--- src/rtl/program_sequencer_pkg.sv ---
// program_sequencer_pkg: shared CPU sequencer definitions (ATC bits, FSM states, reset PC).
// Revision: 1.0
`default_nettype none

package program_sequencer_pkg;

  localparam int ATC_PUSH = 0;
  localparam int ATC_POP  = 1;
  localparam int ATC_ADD  = 2;
  localparam int ATC_MULT = 3;
  localparam int ATC_SUB  = 4;
  localparam int ATC_DIV  = 5;
  localparam int ATC_OFLW = 6;

  localparam int RESET_PC_DEFAULT = 0;

  typedef enum logic [1:0] {
    ST_RUN  = 2'd0,
    ST_STEP = 2'd1,
    ST_HALT = 2'd2
  } state_t;

endpackage

`default_nettype wire

--- src/rtl/program_sequencer_atc_latch.sv ---
// program_sequencer_atc_latch: rising-edge detect and pending flags for attention events.
// Revision: 1.0
`default_nettype none

module program_sequencer_atc_latch #(
  parameter int N = 8
) (
  input  logic         clk,
  input  logic         rst_n,
  input  logic [N-1:0] events,
  input  logic         consume,
  input  logic [2:0]   consume_sel,
  input  logic         clear_all,
  output logic [N-1:0] pending
);

  logic [N-1:0] hist;
  logic [N-1:0] rise;
  logic [N-1:0] clr_mask;
  logic [N-1:0] pending_next;

  always_comb begin
    rise     = events & ~hist;
    clr_mask = '0;
    if (clear_all) clr_mask = '1;
    if (consume)   clr_mask = clr_mask | (N'(1) << consume_sel);
    // A fresh rise beats any clear on the same bit so no event is lost.
    pending_next = (pending & ~clr_mask) | rise;
  end

  always_ff @(posedge clk or negedge rst_n) begin
    if (!rst_n) begin
      hist    <= '0;
      pending <= '0;
    end else begin
      hist    <= events;
      pending <= pending_next;
    end
  end

endmodule

`default_nettype wire

--- src/rtl/program_sequencer.sv ---
// program_sequencer: program counter, run/step/halt FSM and JMP/ATC redirect resolution.
// Revision: 1.0
`default_nettype none

module program_sequencer
  import program_sequencer_pkg::*;
#(
  parameter int              ADDR_W   = 8,
  parameter int              ATC_N    = 8,
  parameter logic [ADDR_W-1:0] RESET_PC = ADDR_W'(RESET_PC_DEFAULT)
) (
  input  logic              clk,
  input  logic              rst_n,
  input  logic              step_mode,
  input  logic              step,
  input  logic              stall,
  input  logic              jmp_req,
  input  logic              jmp_cond,
  input  logic              atc_req,
  input  logic [2:0]        atc_sel,
  input  logic [ADDR_W-1:0] target,
  input  logic [ATC_N-1:0]  atc_event,
  input  logic              atc_clear_all,
  output logic [ADDR_W-1:0] instr_addr,
  output logic [ATC_N-1:0]  atc_pending,
  output logic              redirect,
  output logic [1:0]        state_o
);

  state_t            state, state_next;
  logic [ADDR_W-1:0] pc_next;
  logic              redirect_next;
  logic              adv;
  logic              jmp_taken;
  logic              atc_taken;

  program_sequencer_atc_latch #(
    .N(ATC_N)
  ) u_atc_latch (
    .clk         (clk),
    .rst_n       (rst_n),
    .events      (atc_event),
    .consume     (adv && atc_taken),
    .consume_sel (atc_sel),
    .clear_all   (atc_clear_all),
    .pending     (atc_pending)
  );

  always_comb begin
    adv       = !stall && ((state == ST_RUN) || ((state == ST_STEP) && step));
    jmp_taken = jmp_req && jmp_cond;
    // JMP owns the cycle when both requests appear together.
    atc_taken = !jmp_req && atc_req && atc_pending[atc_sel];

    pc_next       = instr_addr;
    state_next    = state;
    redirect_next = redirect;

    if (!stall) begin
      redirect_next = 1'b0;
      case (state)
        ST_HALT: begin
          if (|atc_pending) begin
            pc_next    = instr_addr + ADDR_W'(1);
            state_next = step_mode ? ST_STEP : ST_RUN;
          end
        end
        default: begin
          state_next = step_mode ? ST_STEP : ST_RUN;
          if (adv) begin
            if (jmp_taken) begin
              pc_next       = target;
              redirect_next = 1'b1;
              if (target == instr_addr) state_next = ST_HALT;
            end else if (atc_taken) begin
              pc_next       = target;
              redirect_next = 1'b1;
            end else begin
              pc_next = instr_addr + ADDR_W'(1);
            end
          end
        end
      endcase
    end
  end

  always_ff @(posedge clk or negedge rst_n) begin
    if (!rst_n) begin
      instr_addr <= RESET_PC;
      redirect   <= 1'b0;
      state      <= ST_RUN;
    end else begin
      instr_addr <= pc_next;
      redirect   <= redirect_next;
      state      <= state_next;
    end
  end

  assign state_o = state;

endmodule

`default_nettype wire

--- config.mk ---
export PLATFORM = sky130hd
export DESIGN_NAME = program_sequencer
export DESIGN_NICKNAME = d
export VERILOG_FILES = /design/src/rtl/program_sequencer_pkg.sv /design/src/rtl/program_sequencer_atc_latch.sv /design/src/rtl/program_sequencer.sv
export SDC_FILE = /design/constraint.sdc
export NUM_CORES = 1
export LEC_CHECK = 0
export CAP_MARGIN = 20
export CORE_AREA = 2 2 64 66
export CTS_CLUSTER_SIZE = 16
export DETAILED_ROUTE_END_ITERATION = 6
export DIE_AREA = 0 0 66 68
export PLACE_DENSITY = 0.75
export SYNTH_ARGS = -nofsm -noshare
export SYNTH_HDL_FRONTEND = slang
export SYNTH_HIERARCHICAL = 1
export SYNTH_SLANG_ARGS = --single-unit
--- constraint.sdc ---
create_clock -name clk -period 1.8 [get_ports clk]
set_clock_uncertainty 0.15 [all_clocks]
set_input_delay 0.36 -clock clk [delete_from_list [all_inputs] [get_ports clk]]
set_output_delay 0.36 -clock clk [all_outputs]
set_load 0.02 [all_outputs]
# Word-level counts from Yosys, hierarchy flattened
# Cells that the tools add are included.
word_totals:
  regBits: 27
  output_inout_bits: 19
op_classes:
  add_sub_neg: 1
  magnitude_cmp: 1
  n_eq_ne: 4
  shifts: 1
  mux: 19
  bitwise: 7
  reduce_logical: 14
ops:
  columns: ["cell", "count"]
  rows:
  - ["$mux W8", 7]
  - ["$and A8 B8 Y8", 2]
  - ["$not A8 Y8", 2]
  - ["$or A8 B8 Y8", 2]
  - ["$mux W2", 5]
  - ["$add A8 B1 Y8 const B", 1]
  - ["$eq A8 B8 Y1", 1]
  - ["$reduce_or A8 Y1", 1]
  - ["$shl A1 B3 Y8 const A", 1]
  - ["$logic_and A1 B1 Y1", 6]
  - ["$mux W1", 6]
  - ["$lt A3 B4 Y1 const B", 1]
  - ["$bmux W1 S3", 1]
  - ["$reduce_and A3 Y1", 1]
  - ["$eq A2 B1 Y1 const B", 1]
  - ["$eq A2 B2 Y1 const B", 1]
  - ["$logic_not A1 Y1", 2]
  - ["$logic_not A2 Y1", 1]
  - ["$ne A2 B2 Y1 const B", 1]
  - ["$reduce_and A2 Y1", 1]
  - ["$reduce_bool A2 Y1", 1]
  - ["$logic_or A1 B1 Y1", 1]
  - ["$not A1 Y1", 1]

# Longest topological paths before layout
# Gate-level depths: netlist of the first run.
logic_depth:
  ltp_word: 9
  depth_mapped: 7
  ltp_nobuf: 6

# Cells and area by module
# The synthesis of the first run kept the hierarchy.
modules_own_cells:
  columns: ["mod", "n_inst", "cells_per_inst", "area_each_um2", "seq_area_each_um2"]
  rows:
  - ["program_sequencer", 1, 103, 922.1, 275.3]
  - ["program_sequencer_atc_latch", 1, 41, 590.6, 400.4]

# Worst setup path after synthesis of the first run
# OpenSTA, ideal clock, no wires.
synth_path:
  path_type: "input port to flip-flop"
  from: "input atc_sel[1]"
  to: "register u_atc_latch.pending[0]"
  setup_ps: 122
  arrival_time_ps: 1944
  required_time_ps: 1528
  setup_slack_ps: -416
  stages: 7
  n_path_buf: 1
  path_cell_list: "buf_4 mux2i_1 a22o_1 nor2_1 and4_1 or4b_1 a32o_1"
synth_between:
  elab_chain_len: 8
  word_cells_on_any_way: 10
  cone_classes: "shift: 1; mux: 3; bitwise: 4; reduce/logical: 2"
synth_rtl:
  columns: ["item", "line_no", "source"]
  rows:
  - ["start: declaration", "program_sequencer.sv:20", "input logic [2:0] atc_sel,"]
  - ["$bmux W1 S3", "program_sequencer.sv:53", "atc_taken = !jmp_req && atc_req && atc_pending[atc_sel];"]
  - ["$mux W1 (implied by the code)", "program_sequencer.sv:53", null]
  - ["$logic_and A1 B1 Y1", "program_sequencer.sv:53", null]
  - ["$logic_and A1 B1 Y1", "program_sequencer.sv:43", ".consume (adv && atc_taken),"]
  - ["$mux W8 (*)", "program_sequencer_atc_latch.sv:26", "if (consume) clr_mask = clr_mask | (N'(1) << consume_sel);"]
  - ["$not A8 Y8 (*)", "program_sequencer_atc_latch.sv:28", "pending_next = (pending & ~clr_mask) | rise;"]
  - ["$and A8 B8 Y8 (*)", "program_sequencer_atc_latch.sv:28", null]
  - ["$or A8 B8 Y8 (*)", "program_sequencer_atc_latch.sv:28", null]
  - ["via u_atc_latch.pending_next[0]", "program_sequencer_atc_latch.sv:20", "logic [N-1:0] pending_next;"]
  - ["end signal: assignment", "program_sequencer_atc_latch.sv:37", "pending <= pending_next;"]
  - ["end: declaration", "program_sequencer_atc_latch.sv:14", "output logic [N-1:0] pending"]
# The timed path passes the listed nets; every way through them passes the cells marked *. The select of a mux whose other input is x is not followed.
# A chain may end at the register's enable or synchronous reset.

# Final worst setup path of the first run
layout_path:
  from: "register u_atc_latch.pending[5]"
  to: "register u_atc_latch.pending[0]"
layout_between:
  elab_chain_len: 8
layout_rtl:
  columns: ["item", "line_no"]
  rows:
  - ["$bmux W1 S3", "program_sequencer.sv:53"]
  - ["$mux W1 (implied by the code)", "program_sequencer.sv:53"]
  - ["$logic_and A1 B1 Y1", "program_sequencer.sv:53"]
  - ["$logic_and A1 B1 Y1", "program_sequencer.sv:43"]
  - ["$mux W8", "program_sequencer_atc_latch.sv:26"]
  - ["$not A8 Y8", "program_sequencer_atc_latch.sv:28"]
  - ["$and A8 B8 Y8", "program_sequencer_atc_latch.sv:28"]
  - ["$or A8 B8 Y8", "program_sequencer_atc_latch.sv:28"]
  - ["via u_atc_latch.pending_next[0]", "program_sequencer_atc_latch.sv:20"]
# The timed path passes the listed nets, and every way through them passes these cells. The select of a mux whose other input is x is not followed.

==> results.yml, run 1 <==
run_status:
  outcome: "finished, violations left"
  violations: "negative setup slack"
detailed_routing:
  routed_wirelength_um: 4470
  detail_routed_via_count_per_cell: 5.33
  detail_route.drc_violations: 0
  wl_on_met1_um: 1760
  via_count: 1508
  detail-route-antenna-nets: 0
  wl_met2_um: 2420
  avgRoutedWirePerCell_um: 15.8
  detailroute.wirelength.met3_um: 218
  drt_first_iter_violations: 67
  top_layer_used: "met4"
  detailedRoute.firstPassIterationCount: 4
finish:
  final_cell_area_um2: 2490
  fill_cells: 325
  final_cell_count_no_fill: 283
  total_area_of_multi_input_combinational_cells_um2: 866
  fin_util_pct: 64.6
  regArea_um2: 678
  antenna_cells: 0
  post_route_cells_drive_above_1_share_pct: 33.0
  final_net_count: 263
  areaGrowthSynthToFinish_pct: 64.6
sta:
  worst_slew_pin_slew_ps: 356
  post-route-period-util_pct: 110
  setup_ws_ps: -178
  setup_repair_after_global_routing_missed_its_margin: "true"
  timing.hold.ws_ps: 318
  clock.fmax_mhz: 506
  post-route-min-period_ps: 1980
  slew_violations: 0
  totalNegativeSetupSlack_ps: -1390
  relSlewSlack_pct: 76.3
  final_hold_viol_count: 0
  finalSetupViolations: 10
worst_setup_path:
  startpoint_type: "flop"
  critical_path_class: "reg -> reg"
  crit_path_end_kind: "flop"
  cp.arrival_ps: 1990
  worst-endpoint-required_ps: 1810
  ff2ff_path_depth: 6
  critPathMaxFanout: 3
yosys:
  most_frequent_cell_after_synthesis: "dfrtp_1"
  ys_ff_latch: 27
  ys_async_sr_fraction_pct: 100
  synth_net_count: 173
  yosys-top-cells-count: "dfrtp_1 (27), inv_1 (18), mux2i_1 (11), nand2_1 (10)"
  synth.yosys.seq_area_share_pct: 44.7
  postSynthCellCount: 144
  synth_warnings: 6
  yosys.area.top_type: "dfrtp_1"
  post_synth_top_flop: "dfrtp_1"
  netlist_top_cells_area: "dfrtp_1 (45%), mux2i_1 (7.3%), a32o_1 (5.3%)"
  synth-edff-count: 0
  post_synth_num_cell_types: 35
  synth_area_um2: 1510
  mean_area_per_synthesized_cell_um2: 10.5
  synth_top_cell_area_share_pct: 44.7
cts:
  clk_root_buffer_cell: "clkbuf_8"
  clock_latency_ps: 270
  cts_tree: "built"
  cts_max_level: 1
  clkTransAtPathRegs_ps: 100
  cts.path.max_buffers: 2
  tritoncts_num_sinks: 27
  number_of_hold_repair_buffers_added_at_the_cts_stage: 0
  cts_buffers: 3
placement:
  placer_congestion_estimate: 0.836
  dpl_cell_area_um2: 2300
  io_buffer_count: 46
  dp_hpwl_um: 3290
  placedCellCount: 273
power_and_ir_drop:
  leakage_nw: 1.13
  pwr-share-clk_pct: 16.5
  peakVddDrop_mv: 0.625
  p_int_w: 0.00132
  pwr-share-seq_pct: 39.8
  pwr-share-comb_pct: 43.7
  p_sw_w: 0.000791
  netSwitchingFraction_pct: 37.5
  power_per_cell_area_nw_per_um2: 847
die:
  fp.dieH_um: 68
  core_area_um2: 3860
  die_width_um: 66
  floorplan.initialDensity_pct: 39.2
  total_number_of_placement_rows: 23
  floorplan.die_area_um2: 4490
  ioPinCount: 47
global_route:
  pin_count_of_the_biggest_net_entering_global_routing: 28
  grt_pass1_wl_um: 7220
  total_global_routing_track_utilization_pct: 20.9
  global_route.overflow_total: 0
  first_global_vias: 1599
  number_of_antenna_violations_at_the_first_check_in_global_routing: 0
run:
  drv.max_cap_violation_count: 0
hold_path:
  min_path_type: "in -> async"
[per-layer routing]
metal  global-route usage, %  vias up
met5                       0        -
met4                    5.87        0
met3                    3.13        8
met2                    40.7       48
met1                    23.8      738
li1                        -      714
[cell families after synthesis]
logic type	count (synthesis)	share of synthesized area (%)
multiplexers	11	7.28
XOR/XNOR	8	4.63
adder cells (fa/ha/maj)	1	0.827
flip-flops	27	44.7
buffers and inverters	21	6.04
AND/OR/NAND/NOR	46	17.9
AO/OA/AOI/OAI	30	18.7
[flip-flops by register name, summed over array words and instances, names as in the netlist]
| name | count |
|---|---|
| instr_addr | 8 |
| u_atc_latch/hist | 8 |
| u_atc_latch/pending | 8 |
| state_o | 2 |
| redirect | 1 |
[stage by stage]
stage | total power, W | setup WS (ps)
CTS | 0.00209 | -185
floorplan | 0.00128 | -354
global route | 0.00222 | -257
global placement | 0.00170 | -781
detailed placement | 0.00173 | -850
finish | 0.00211 | -178
[worst max-delay path, stage by stage, from the launching register on]
cell	delay [ps]
dfrtp_1	390
mux2i_1	110
and3_1	180
nor2_2	130
and4_4	210
or4b_1	430
a32o_1	260
[cell usage in the layout (no fill, tap or decap), types with 2 or more instances in the layout]
master           Yosys  layout
clkbuf_8             0       3
mux2i_2              0       3
nand4b_1             3       3
buf_4                1      37
inv_1               18      18
buf_2                1       2
nor2b_4              0       2
nor4_1               3       2
mux2i_1             11       4
nand4_1              3       3
xor2_1               8       8
a32o_1               8       8
nor2b_1              4       2
clkdlybuf4s50_1      0      22
o21ai_0              6       2
dlygate4sd2_1        0      20
and3_1               4       4
dfrtp_1             27      25
nand4bb_1            3       3
o21ai_2              0       2
mux2i_4              0       4
nand3_1              3       2
buf_6                1       4
nor2_1               6       5
dfrtp_2              0       2
o21ai_1              2       4
a22oi_2              6       6
nand2_1             10      10
[path summary, 6_finish.rpt]
path / start / endpoint / slack, ps
min reg2reg: redirect / redirect / 370
max: u_atc_latch/pending[5] / u_atc_latch/pending[0] / -180
max reg2reg: u_atc_latch/pending[5] / u_atc_latch/pending[0] / -180
min: rst_n / u_atc_latch/pending[6] / 320
min in group clk: atc_sel[2] / u_atc_latch/pending[4] / 350
max in group asynchronous: rst_n / state_o[1] / 890
[repair_timing]
item	4_1_cts	5_1_grt
setup endpoints to repair	35	16
gates resized for setup	55	9
buffers inserted	5	1
pin swaps	13	3
gates cloned	1	0
[layout make-up]
cell class,instances,share of cell area (%)
clock buffer,3,1.66
timing repair buffer,88,30.9
multi-input combinational,96,34.8
clock inverter,1,0.201
tap,50,2.51
sequential,27,27.2
inverter,18,2.71
[power by group through the flow]
stage	Sequential [W]	Combinational, W	Clock (W)
floorplan	0.000940	0.000340	0
global placement	0.000836	0.000863	0
detailed placement	0.000843	0.000891	0
CTS	0.000833	0.000905	0.000348
global route	0.000852	0.000987	0.000386
finish	0.000839	0.000922	0.000348
Power figures use the tool's default switching activity.
==> inputs of run 2 (changes only) <==
--- a/config.mk
+++ b/config.mk
@@ -6,12 +6,11 @@
 export NUM_CORES = 1
 export LEC_CHECK = 0
 export CAP_MARGIN = 20
-export CORE_AREA = 2 2 64 66
+export CORE_AREA = 2 2 63 65
 export CTS_CLUSTER_SIZE = 16
 export DETAILED_ROUTE_END_ITERATION = 6
-export DIE_AREA = 0 0 66 68
+export DIE_AREA = 0 0 65 67
 export PLACE_DENSITY = 0.75
 export SYNTH_ARGS = -nofsm -noshare
 export SYNTH_HDL_FRONTEND = slang
-export SYNTH_HIERARCHICAL = 1
 export SYNTH_SLANG_ARGS = --single-unit
==> results.yml, run 2 <==
detailed_routing:
  detail-route-antenna-nets: 0
  detailedRoute.firstPassIterationCount: 4
  via_count: 1401
  detail_routed_via_count_per_cell: 5.29
  drt_first_iter_violations: 102
  avgRoutedWirePerCell_um: 15.7
  detail_route.drc_violations: 0
  routed_wirelength_um: 4150
worst_setup_path:
  crit_path_end_kind: "flop"
  startpoint_type: "flop"
  worst-endpoint-required_ps: 1870
  critical_path_class: "reg -> reg"
  critPathMaxFanout: 9
  cp.arrival_ps: 2050
placement:
  dpl_cell_area_um2: 2100
  placer_congestion_estimate: 0.894
  dp_hpwl_um: 3110
  io_buffer_count: 46
cts:
  tritoncts_num_sinks: 27
  number_of_hold_repair_buffers_added_at_the_cts_stage: 0
  cts_buffers: 3
  cts.path.max_buffers: 2
  cts_max_level: 1
  cts_tree: "built"
  clkTransAtPathRegs_ps: 100
  clk_root_buffer_cell: "clkbuf_8"
  clock_latency_ps: 270
finish:
  final_cell_mix: "buf_4 (29), dfrtp_1 (27), clkdlybuf4s50_1 (22)"
  final_net_count: 247
  final_cell_area_um2: 2290
  fill_cells: 313
  fin_util_pct: 63.6
  layout.cells.most_common: "buf_4"
  antenna_cells: 0
  post_route_cells_drive_above_1_share_pct: 24.4
  largest_registers: "instr_addr (8), u_atc_latch.hist (8), u_atc_latch.pending (8)"
  areaGrowthSynthToFinish_pct: 59.9
global_route:
  first_global_vias: 1443
  global_route.overflow_total: 0
  pin_count_of_the_biggest_net_entering_global_routing: 28
  grt_pass1_wl_um: 6840
  number_of_antenna_violations_at_the_first_check_in_global_routing: 0
  total_global_routing_track_utilization_pct: 20.3
power_and_ir_drop:
  power_per_cell_area_nw_per_um2: 880
  leakage_nw: 1.09
  peakVddDrop_mv: 0.394
run:
  drv.max_cap_violation_count: 0
sta:
  final_hold_viol_count: 0
  relSlewSlack_pct: 76.7
  finalSetupViolations: 9
  post-route-min-period_ps: 1980
  setup_ws_ps: -179
  worst_slew_pin_slew_ps: 349
  setup_repair_after_global_routing_missed_its_margin: "true"
  clock.fmax_mhz: 505
  post-route-period-util_pct: 110
  slew_violations: 0
die:
  floorplan.initialDensity_pct: 39.8
  die_width_um: 65
  floorplan.die_area_um2: 4360
  total_number_of_placement_rows: 22
  core_area_um2: 3610
  fp.dieH_um: 67
  ioPinCount: 47
yosys:
  synth-edff-count: 0
  synth_warnings: 0
  post_synth_num_cell_types: 37
  yosys-top-cells-count: "dfrtp_1 (27), inv_1 (19), nand2_1 (10), o21ai_0 (10), mux2i_1 (8)"
  post_synth_top_flop: "dfrtp_1"
  netlist_top_cells_area: "dfrtp_1 (47%), mux2i_1 (5.6%), inv_1 (5.0%)"
  synth_top_cell_area_share_pct: 47.1
  synth_net_count: 168
  mean_area_per_synthesized_cell_um2: 10.3
  most_frequent_cell_after_synthesis: "dfrtp_1"
  yosys.area.top_type: "dfrtp_1"
  synth_area_um2: 1430
  synth.yosys.seq_area_share_pct: 47.1
  postSynthCellCount: 139
  ys_async_sr_fraction_pct: 100
  ys_ff_latch: 27
hold_path:
  min_path_type: "in -> reg"
run_status:
  violations: "negative setup slack"
  outcome: "finished, violations left"
==> run 2: changes by cell type after synthesis, moves of 4 or more <==
| cell | previous run | this run |
|---|---|---|
| a22oi_1 | 0 | 4 |
| a22oi_2 | 6 | 0 |
| a32o_1 | 8 | 3 |
| o21ai_0 | 6 | 10 |
==> run 2: final cells by class <==
cell class | count | area [um^2] | share of cell area [%]
Multi-Input combinational cell | 89 | 733 | 32.0
Sequential cell | 27 | 676 | 29.5
Timing Repair Buffer | 78 | 706 | 30.8
Clock inverter | 1 | 5.00 | 0.218
Tap cell | 48 | 60.1 | 2.62
Clock buffer | 3 | 41.3 | 1.80
Inverter | 19 | 71.3 | 3.11
==> run 2: path summary, 6_finish.rpt <==
kind	start	endpoint	slack, ps	cells after the start
min in group asynchronous	rst_n	instr_addr[0]	310	2
max in group asynchronous	rst_n	state_o[0]	930	2
setup reg to reg	u_atc_latch.pending[2]	instr_addr[5]	-180	6
setup / recovery	u_atc_latch.pending[2]	instr_addr[5]	-180	6
hold / removal	target[1]	instr_addr[1]	240	3
hold reg to reg	u_atc_latch.hist[7]	u_atc_latch.pending[7]	260	1
==> run 2: cells by family (layout without fill, tap and decap cells) <==
family | Yosys count | count (layout) | share of synthesized area [%]
AND/OR/NAND/NOR | 38 | 38 | 14.9
AO/OA/AOI/OAI | 32 | 32 | 15.7
flip-flops | 27 | 27 | 47.1
buffers and inverters | 23 | 101 | 7.77
multiplexers | 10 | 10 | 8.73
XOR/XNOR | 8 | 8 | 4.89
adder cells (fa/ha/maj) | 1 | 1 | 0.872
==> run 2: repair_timing <==
item	4_1_cts	5_1_grt
setup endpoints to repair	35	16
hold endpoints to repair	0	0
setup buffers	3	6
resized for setup	30	22
pin swaps	3	13
==> run 2: metal layers <==
layer / share of wire (%) / routed length [um] / vias to the layer above / GRT usage (%)
met2: 54 / 2230 / 52 / 38.8
met5: 0 / 0 / - / 0
li1: - / - / 660 / -
met3: 5.5 / 230 / 0 / 1.86
met1: 41 / 1680 / 689 / 24.7
met4: 0 / 0 / 0 / 3.99
==> run 2: per-stage QoR <==
stage	setup WS (ps)	setup TNS [ps]	hold slack [ps]	total power, W	cells
final	-179	-1160	240	0.00202	265
after global routing	-280	-2060	269	0.00215	265
after CTS	-187	-1310	274	0.00198	259
after detailed placement	-805	-10860	261	0.00167	252
after global placement	-711	-9530	255	0.00163	252
after floorplan	-151	-885	-85.6	0.00124	139
==> run 2: worst max-delay path, stage by stage, from the launching register on <==
cell,delay [ps]
dfrtp_1,420
mux4_2,490
mux2i_1,180
o21a_1,180
buf_12,140
mux2i_1,220
o22a_1,150
==> run 2: where the power goes <==
group	internal, W	switching (W)
Clock	0.000155	0.000200
Combinational	0.000391	0.000417
Sequential	0.000709	0.000145
